--- src/rtl/bs_chain_loader.sv ---
// bs_chain_loader: loads NUM_CHAINS parallel serial configuration chains.
// Each accepted input beat carries WORD_W bits per chain. The bits are
// shifted out MSB-first on ccff_head while ccff_en is high, until cfg_len
// bits per chain have been sent. The low bits of a partial final word are
// dropped. The running XOR of ccff_tail is kept per chain.
//
// Ports
//   clk, reset   : sole clock; synchronous active-high reset
//   start        : begin a load (only honoured in IDLE)
//   cfg_len      : bits to shift per chain, latched on an accepted start
//   s_valid/s_ready/s_data : input beat handshake, chain c at [c*WORD_W +: WORD_W]
//   ccff_head    : serial config bit per chain, zero when ccff_en is low
//   ccff_en      : chain shift enable
//   ccff_tail    : serial tail per chain, folded into tail_parity while shifting
//   busy         : load in progress (FETCH or SHIFT)
//   done         : one-cycle completion pulse
//   config_done  : completion level, cleared by the next accepted start
//   tail_parity  : running XOR of ccff_tail per chain
module bs_chain_loader #(
  parameter int unsigned NUM_CHAINS = 1,
  parameter int unsigned WORD_W     = 8,
  parameter int unsigned LEN_W      = 16
) (
  input  logic                         clk,
  input  logic                         reset,
  input  logic                         start,
  input  logic [LEN_W-1:0]             cfg_len,
  input  logic                         s_valid,
  output logic                         s_ready,
  input  logic [NUM_CHAINS*WORD_W-1:0] s_data,
  output logic [NUM_CHAINS-1:0]        ccff_head,
  output logic                         ccff_en,
  input  logic [NUM_CHAINS-1:0]        ccff_tail,
  output logic                         busy,
  output logic                         done,
  output logic                         config_done,
  output logic [NUM_CHAINS-1:0]        tail_parity
);

  localparam int unsigned DATA_W = NUM_CHAINS * WORD_W;
  localparam int unsigned CNT_W  = $clog2(WORD_W + 1);
  localparam int unsigned CMP_W  = (LEN_W > CNT_W) ? LEN_W : CNT_W;

  typedef enum logic [1:0] {
    IDLE  = 2'd0,
    FETCH = 2'd1,
    SHIFT = 2'd2,
    DONE  = 2'd3
  } state_e;

  state_e                  state_q, state_d;
  logic [LEN_W-1:0]        rem_q, rem_d;
  logic [CNT_W-1:0]        cnt_q, cnt_d;
  logic [DATA_W-1:0]       sreg_q, sreg_d;
  logic [NUM_CHAINS-1:0]   parity_d;
  logic [NUM_CHAINS-1:0]   head_d;
  logic                    cfg_done_d;

  // Next-state and datapath: outputs are registered from the next state so
  // they line up with the state they describe.
  always_comb begin
    state_d    = state_q;
    rem_d      = rem_q;
    cnt_d      = cnt_q;
    sreg_d     = sreg_q;
    parity_d   = tail_parity;
    cfg_done_d = config_done;
    head_d     = '0;

    unique case (state_q)
      IDLE: begin
        if (start) begin
          parity_d = '0;
          if (cfg_len != '0) begin
            rem_d      = cfg_len;
            cfg_done_d = 1'b0;
            state_d    = FETCH;
          end else begin
            state_d = DONE;
          end
        end
      end

      FETCH: begin
        if (s_valid) begin
          sreg_d  = s_data;
          // Word count = min(WORD_W, remaining); compared in a common width.
          cnt_d   = (CMP_W'(rem_q) >= CMP_W'(WORD_W)) ? CNT_W'(WORD_W) : CNT_W'(rem_q);
          state_d = SHIFT;
        end
      end

      SHIFT: begin
        for (int unsigned c = 0; c < NUM_CHAINS; c++) begin
          sreg_d[c*WORD_W +: WORD_W] = sreg_q[c*WORD_W +: WORD_W] << 1;
        end
        parity_d = tail_parity ^ ccff_tail;
        rem_d    = rem_q - LEN_W'(1);
        cnt_d    = cnt_q - CNT_W'(1);
        // Finishing the load wins over fetching, which also drops the unused
        // low bits of a partial final word.
        if (rem_q == LEN_W'(1)) begin
          state_d = DONE;
        end else if (cnt_q == CNT_W'(1)) begin
          state_d = FETCH;
        end
      end

      DONE: begin
        state_d = IDLE;
      end

      default: begin
        state_d = IDLE;
      end
    endcase

    if (state_d == DONE) begin
      cfg_done_d = 1'b1;
    end

    // Head bit presented next cycle is the MSB of each chain's next register.
    if (state_d == SHIFT) begin
      for (int unsigned c = 0; c < NUM_CHAINS; c++) begin
        head_d[c] = sreg_d[c*WORD_W + WORD_W - 1];
      end
    end
  end

  // State, datapath and registered outputs.
  always_ff @(posedge clk) begin
    if (reset) begin
      state_q     <= IDLE;
      rem_q       <= '0;
      cnt_q       <= '0;
      sreg_q      <= '0;
      s_ready     <= 1'b0;
      ccff_en     <= 1'b0;
      ccff_head   <= '0;
      busy        <= 1'b0;
      done        <= 1'b0;
      config_done <= 1'b0;
      tail_parity <= '0;
    end else begin
      state_q     <= state_d;
      rem_q       <= rem_d;
      cnt_q       <= cnt_d;
      sreg_q      <= sreg_d;
      s_ready     <= (state_d == FETCH);
      ccff_en     <= (state_d == SHIFT);
      ccff_head   <= head_d;
      busy        <= (state_d == FETCH) || (state_d == SHIFT);
      done        <= (state_d == DONE);
      config_done <= cfg_done_d;
      tail_parity <= parity_d;
    end
  end

endmodule

--- config.mk ---
export PLATFORM = sky130hd
export DESIGN_NAME = bs_chain_loader
export DESIGN_NICKNAME = d
export VERILOG_FILES = /design/src/rtl/bs_chain_loader.sv
export SDC_FILE = /design/constraint.sdc
export NUM_CORES = 1
export LEC_CHECK = 0
export ABC_AREA = 1
export CAP_MARGIN = 5
export CORE_MARGIN = 3
export CORE_UTILIZATION = 30
export DETAILED_ROUTE_END_ITERATION = 8
export MAX_ROUTING_LAYER = met4
export PLACE_DENSITY_LB_ADDON = 0.1
export SLEW_MARGIN = 30
export SYNTH_ARGS = -nofsm -noshare
export SYNTH_HDL_FRONTEND = slang
export SYNTH_SLANG_ARGS = --single-unit
--- constraint.sdc ---
create_clock -name clk -period 1.9 [get_ports clk]
set_input_delay 0.475 -clock clk [delete_from_list [all_inputs] [get_ports clk]]
set_output_delay 0.475 -clock clk [all_outputs]
set_load 0.01 [all_outputs]
* After elaboration in Yosys (flattened, before gate mapping)
Cells that the tools add are included.
Cells by class: add/subtract/negate cells 2, $lt $le $gt $ge 1, equal/unequal tests 11, mux-type cells 20, bitwise logic cells 2, reductions and logical operators 13
Operators with widths (number):
- 16-bit 2-to-1 mux | 2
- 16-bit case mux with 2 select lines | 1
- 16-bit by 1-bit equality test with 1-bit output (second input constant) | 1
- 16-bit by 4-bit >= comparator with 1-bit output (second input constant) | 1
- 8-bit case mux with 2 select lines | 1
- 16-bit nonzero test | 1
- 16-bit by 1-bit subtractor with 16-bit output (second input constant) | 1
- 2-bit 2-to-1 mux | 5
- 2-bit nonzero test | 5
- 2-bit equality test (second input constant) | 4
- 4-bit 2-to-1 mux | 2
- 8-bit 2-to-1 mux | 1
- 2-bit case mux with 4 select lines | 1
- 4-bit case mux with 2 select lines | 1
- 2-bit != test (second input constant) | 3
- 3-bit AND reduction | 2
- 1-bit 2-to-1 mux | 5
- 2-bit by 1-bit equality test with 1-bit output (second input constant) | 2
- 4-bit by 1-bit equality test with 1-bit output (second input constant) | 1
- 2-bit AND reduction | 2
- 4-bit by 1-bit subtractor with 4-bit output (second input constant) | 1
- 2-bit logical NOT | 1
- 1-bit case mux with 2 select lines | 1
- 2-bit OR reduction | 1
- other kinds (3) | 3
Storage, ports and cells: bits in registers 37, output and inout port bits 7

* Logic depth before layout (Yosys ltp)
depth after elaboration 7, mapped depth 13

* Worst setup path before layout
No wires, ideal clock.
kind reg2reg, from reg state_q[0], to reg config_done, setup time 116 ps, arrival 1652 ps, setup slack 132 ps, stages on the path, launching flop included 13, path buffers 0, period minus slack after synthesis 1768 ps, cell sequence dfxtp_1 -> inv_1 -> ha_1 -> inv_2 -> nor3_1 -> o21ai_0 -> nand3_1 -> o21ai_2 -> inv_1 -> ha_1 -> inv_1 -> nor2_1 -> a31o_2
On the way: elaborated cells between the ends (all ways) 15, classes of those cells 4 x eq/ne; 6 x mux; 5 x reduce/logical
RTL lines:
- start: declaration | line 51 | state_e state_q, state_d;
- start signal: assignment | line 145 | state_q <= state_d;
- 2-bit 2-to-1 mux | line 104 | end else if (cnt_q == CNT_W'(1)) begin
- 2-bit 2-to-1 mux | line 102 | if (rem_q == LEN_W'(1)) begin
- 2-bit case mux with 4 select lines (*) | line 70 | unique case (state_q)
- net state_d[0] | line 51
- 2-bit equality test (*) | line 118 | if (state_d == DONE) begin
- 1-bit 2-to-1 mux (*) | line 118
- net cfg_done_d | line 57 | logic cfg_done_d;
- end signal: assignment | line 154 | config_done <= cfg_done_d;
- end: declaration | line 36 | output logic config_done,
The timed path passes the listed nets; every way through them passes the cells marked *. A chain may end at the register's enable or synchronous reset.

* Worst setup path in the final report
from in start, to reg config_done
On the way: elaborated cells between the ends (all ways) 8, classes of those cells 1 x eq/ne; 3 x mux; 4 x reduce/logical
RTL lines:
- start: declaration | line 26 | input logic start,
- 2-bit 2-to-1 mux | line 72 | if (start) begin
- 2-bit case mux with 4 select lines | line 70
- net state_d[1] | line 51
- 2-bit equality test | line 118
- 1-bit 2-to-1 mux | line 118
- net cfg_done_d | line 57
The timed path passes the listed nets, and every way through them passes these cells.

==> summary.txt <==
Status
  – Status: finished, final reports clean

STA
  – Fin Hold WS: 468 ps
  – Period utilization: 96.6%
  – Slew headroom: 68.6%
  – Max-slew violations: 0
  – Clock Skews: 6.95 ps
  – Final min period: 1840 ps
  – Max Clk Rate: 0.545 GHz
  – Final setup margin: 64.2 ps
  – RSZ-0062 raised after global routing: yes
  – Setup TNS: 0 ps
  – Final hold viol count: 0
  – Final setup violation count: 0
  – Slew @ Worst Pin: 471 ps

Clock network
  – CTS root buffer: clkbuf_8
  – CTS clk-pin slew, worst paths: 80 ps
  – Num CTS Buffers: 5
  – Max Buffers Root-to-Sink: 2
  – TritonCTS clock tree: yes
  – Clk Latency, worst-skew pair: 300 ps
  – Cts hold-fix bufs: 0
  – Clock sink count: 37
  – H-tree depth: 2

Synth
  – Main synth FF type: dfxtp_1
  – Synthesized flop and latch total: 37
  – Mapped Cells: 344
  – Post-Syn Nets: 384
  – Synth area leaders: dfxtp_1, nand2_1, nor2_1
  – Syn. warnings: 0
  – Ys async rst share: 0%
  – Largest area contributor in the netlist: dfxtp_1
  – Share of Yosys cell area claimed by the top area cell type: 32.2%
  – Post-synthesis cell type count: 32
  – Cell Area, Synth: 0.00230 mm2
  – Post-synthesis sequential area ratio: 32.2%
  – Avg Inst Size Synth: 6.68 um2
  – EDFF count, synth: 0

Detailed routing
  – Detailed Routing Iterations Pass 1: 5
  – Drt total wl: 5990 um
  – WL/cell: 11.7 um
  – Routed Antenna Nets: 0
  – Vias/cell: 4.54
  – Routed vias: 2331
  – Initial detailed-routing violation count: 53
  – Detailed-route DRC error count: 0

Cells and area
  – Layout cells sized above 1: 19.6%
  – Most frequent cells in the layout: nand2_1, nor2_1, dfxtp_1, buf_4, inv_1
  – Antenna diodes: 0
  – Area Growth Syn to Fin: 37.0%
  – Commonest non-fill, non-tap cell in the layout: nand2_1
  – Layout Nets: 453

Die
  – Die X: 93.5 um
  – Core box area: 0.00733 mm2
  – DIE HEIGHT: 93.5 um
  – Starting Density: 31.4%
  – Top-Level Pins: 36
  – Cell Rows: 31
  – Die footprint: 0.00875 mm2

Worst setup path
  – Critical Path Start Type: input pin
  – Arr. time, crit path: 2030 ps
  – FF-to-FF setup slack: 110 ps
  – Worst Path Max Fanout: 3
  – Crit. Startpoint: start
  – FF-to-FF End: config_done
  – Worst r2r path cells: 11
  – RR Startpoint: state_q[1]
  – Worst Path Required: 2100 ps
  – Worst Path Class, Setup: in2reg
  – Worst Setup End Kind: flip-flop

GRT
  – GRT Overall Usage: 15.5%
  – First-pass GRT wire length: 10500 um
  – Total congestion overflow: 0
  – Initial antenna violation count: 0
  – Vias in the first global route: 2332
  – Largest net degree at the start of global routing: 29

Job
  – Max Cap Viol: 0

Worst hold path
  – Hold Crit Class: reg2reg
  – Hold path cells: 2
  – Hold_sp: sreg_q[1]
  – Hold Crit Endpoint: sreg_q[1]

Power
  – Pleak: 1.39 nW
  – Combinational share of power: 58.0%
  – Switching Share: 44.8%
  – PD cells: 1320 mW/mm2
  – Clk pwr share: 13.7%
  – Maximum vdd ir drop: 0.566 mV
  – P_int: 2.30 mW
  – Sequential Power Share: 28.3%
  – Switch Pwr: 1.86 mW

Placement
  – Port Buffers: 35
  – RD Place Congestion: 0.813
  – Detailed Place HPWL: 4420 um
  – Setup slack after placement: -342 ps
## Yosys cell counts, types with 3 or more instances
library cell,n
ha_1,11
a21oi_1,29
nor2_2,7
o21ai_0,19
dfxtp_1,37
nand4_1,3
buf_2,6
nor2_1,42
nand2_2,6
xor2_1,4
o21ai_1,7
nand3_1,27
nand2_1,73
inv_2,3
nor3_1,4
a22o_1,7
or2_2,3
inv_1,36
## routing by layer
| metal | wire, um | global-route usage [%] | vias to the layer above |
|---|---|---|---|
| li1 | - | - | 1249 |
| met3 | 210 | 2.98 | 7 |
| met5 | 0 | - | - |
| met1 | 2890 | 18.7 | 1042 |
| met2 | 2810 | 25.8 | 33 |
| met4 | 82 | 5.42 | 0 |
## repair_timing
item | 4_1_cts | 5_1_grt
setup endpoints to repair | 2 | 19
pin swaps | 2 | 9
gates resized for setup | 1 | 16
buffers inserted | 1 | 4
## worst max-delay path, cell delays in order
cell and delay, ps:
clkdlybuf4s50_1 430, or2_2 330, o21a_1 180, nand2_2 80, inv_1 60, ha_1 170
inv_1 60, nor2_2 40, a31o_2 210
## flip-flops by register name, indices dropped and copies added (netlist names), 2 cells and up
register	cells
rem_q	16
sreg_q	8
cnt_q	4
state_q	2
## cell type report
| type | count | area [um2] |
|---|---|---|
| Fill cell | 794 | 4180 |
| Multi-Input combinational cell | 257 | 1380 |
| Sequential cell | 37 | 744 |
| Timing Repair Buffer | 73 | 666 |
| Inverter | 39 | 149 |
| Tap cell | 99 | 124 |
| Clock buffer | 6 | 72.6 |
| Clock inverter | 2 | 15.0 |
## cell families (layout without fill, tap and decap cells)
logic type                 Yosys count  count (layout)  share of synthesized area, %
DFF                                 37              37                          32.2
AOI/OAI and AO/OA                   68              68                          16.7
muxes                                2               2                         0.871
and+or+nand+nor                    172             172                          33.5
buffers and inverters               50             120                          9.15
adders and majority gates           11              11                          5.99
xor gates and xnor gates             4               4                          1.52
## through the flow
step	instance area (um2)	util, %	std cells	power [mW]
6_report	3150	42.9	513	4.16
5_1_grt	3150	42.9	513	4.61
4_1_cts	3080	42.0	509	4.11
3_5_place_dp	2980	40.7	500	3.51
3_3_place_gp	2980	40.7	500	3.49
2_1_floorplan	2300	-	344	2.73
## power by group through the flow
stage	sequential (mW)	clock (mW)	combinational, mW
after CTS	1.17	0.595	2.34
final	1.18	0.571	2.41
after global routing	1.21	0.626	2.78
after floorplan	1.18	0	1.55
after detailed placement	1.19	0	2.32
after global placement	1.19	0	2.30
## how the worst max path moves through the flow
stage	end	slack (ps)	cells after the start
6_report	config_done	60	9
5_1_grt	rem_q[15]	-20	11
4_1_cts	config_done	50	13
3_5_place_dp	config_done	-340	13
3_3_place_gp	config_done	-340	13
2_1_floorplan	config_done	130	12
Power figures use the tool's default switching activity.
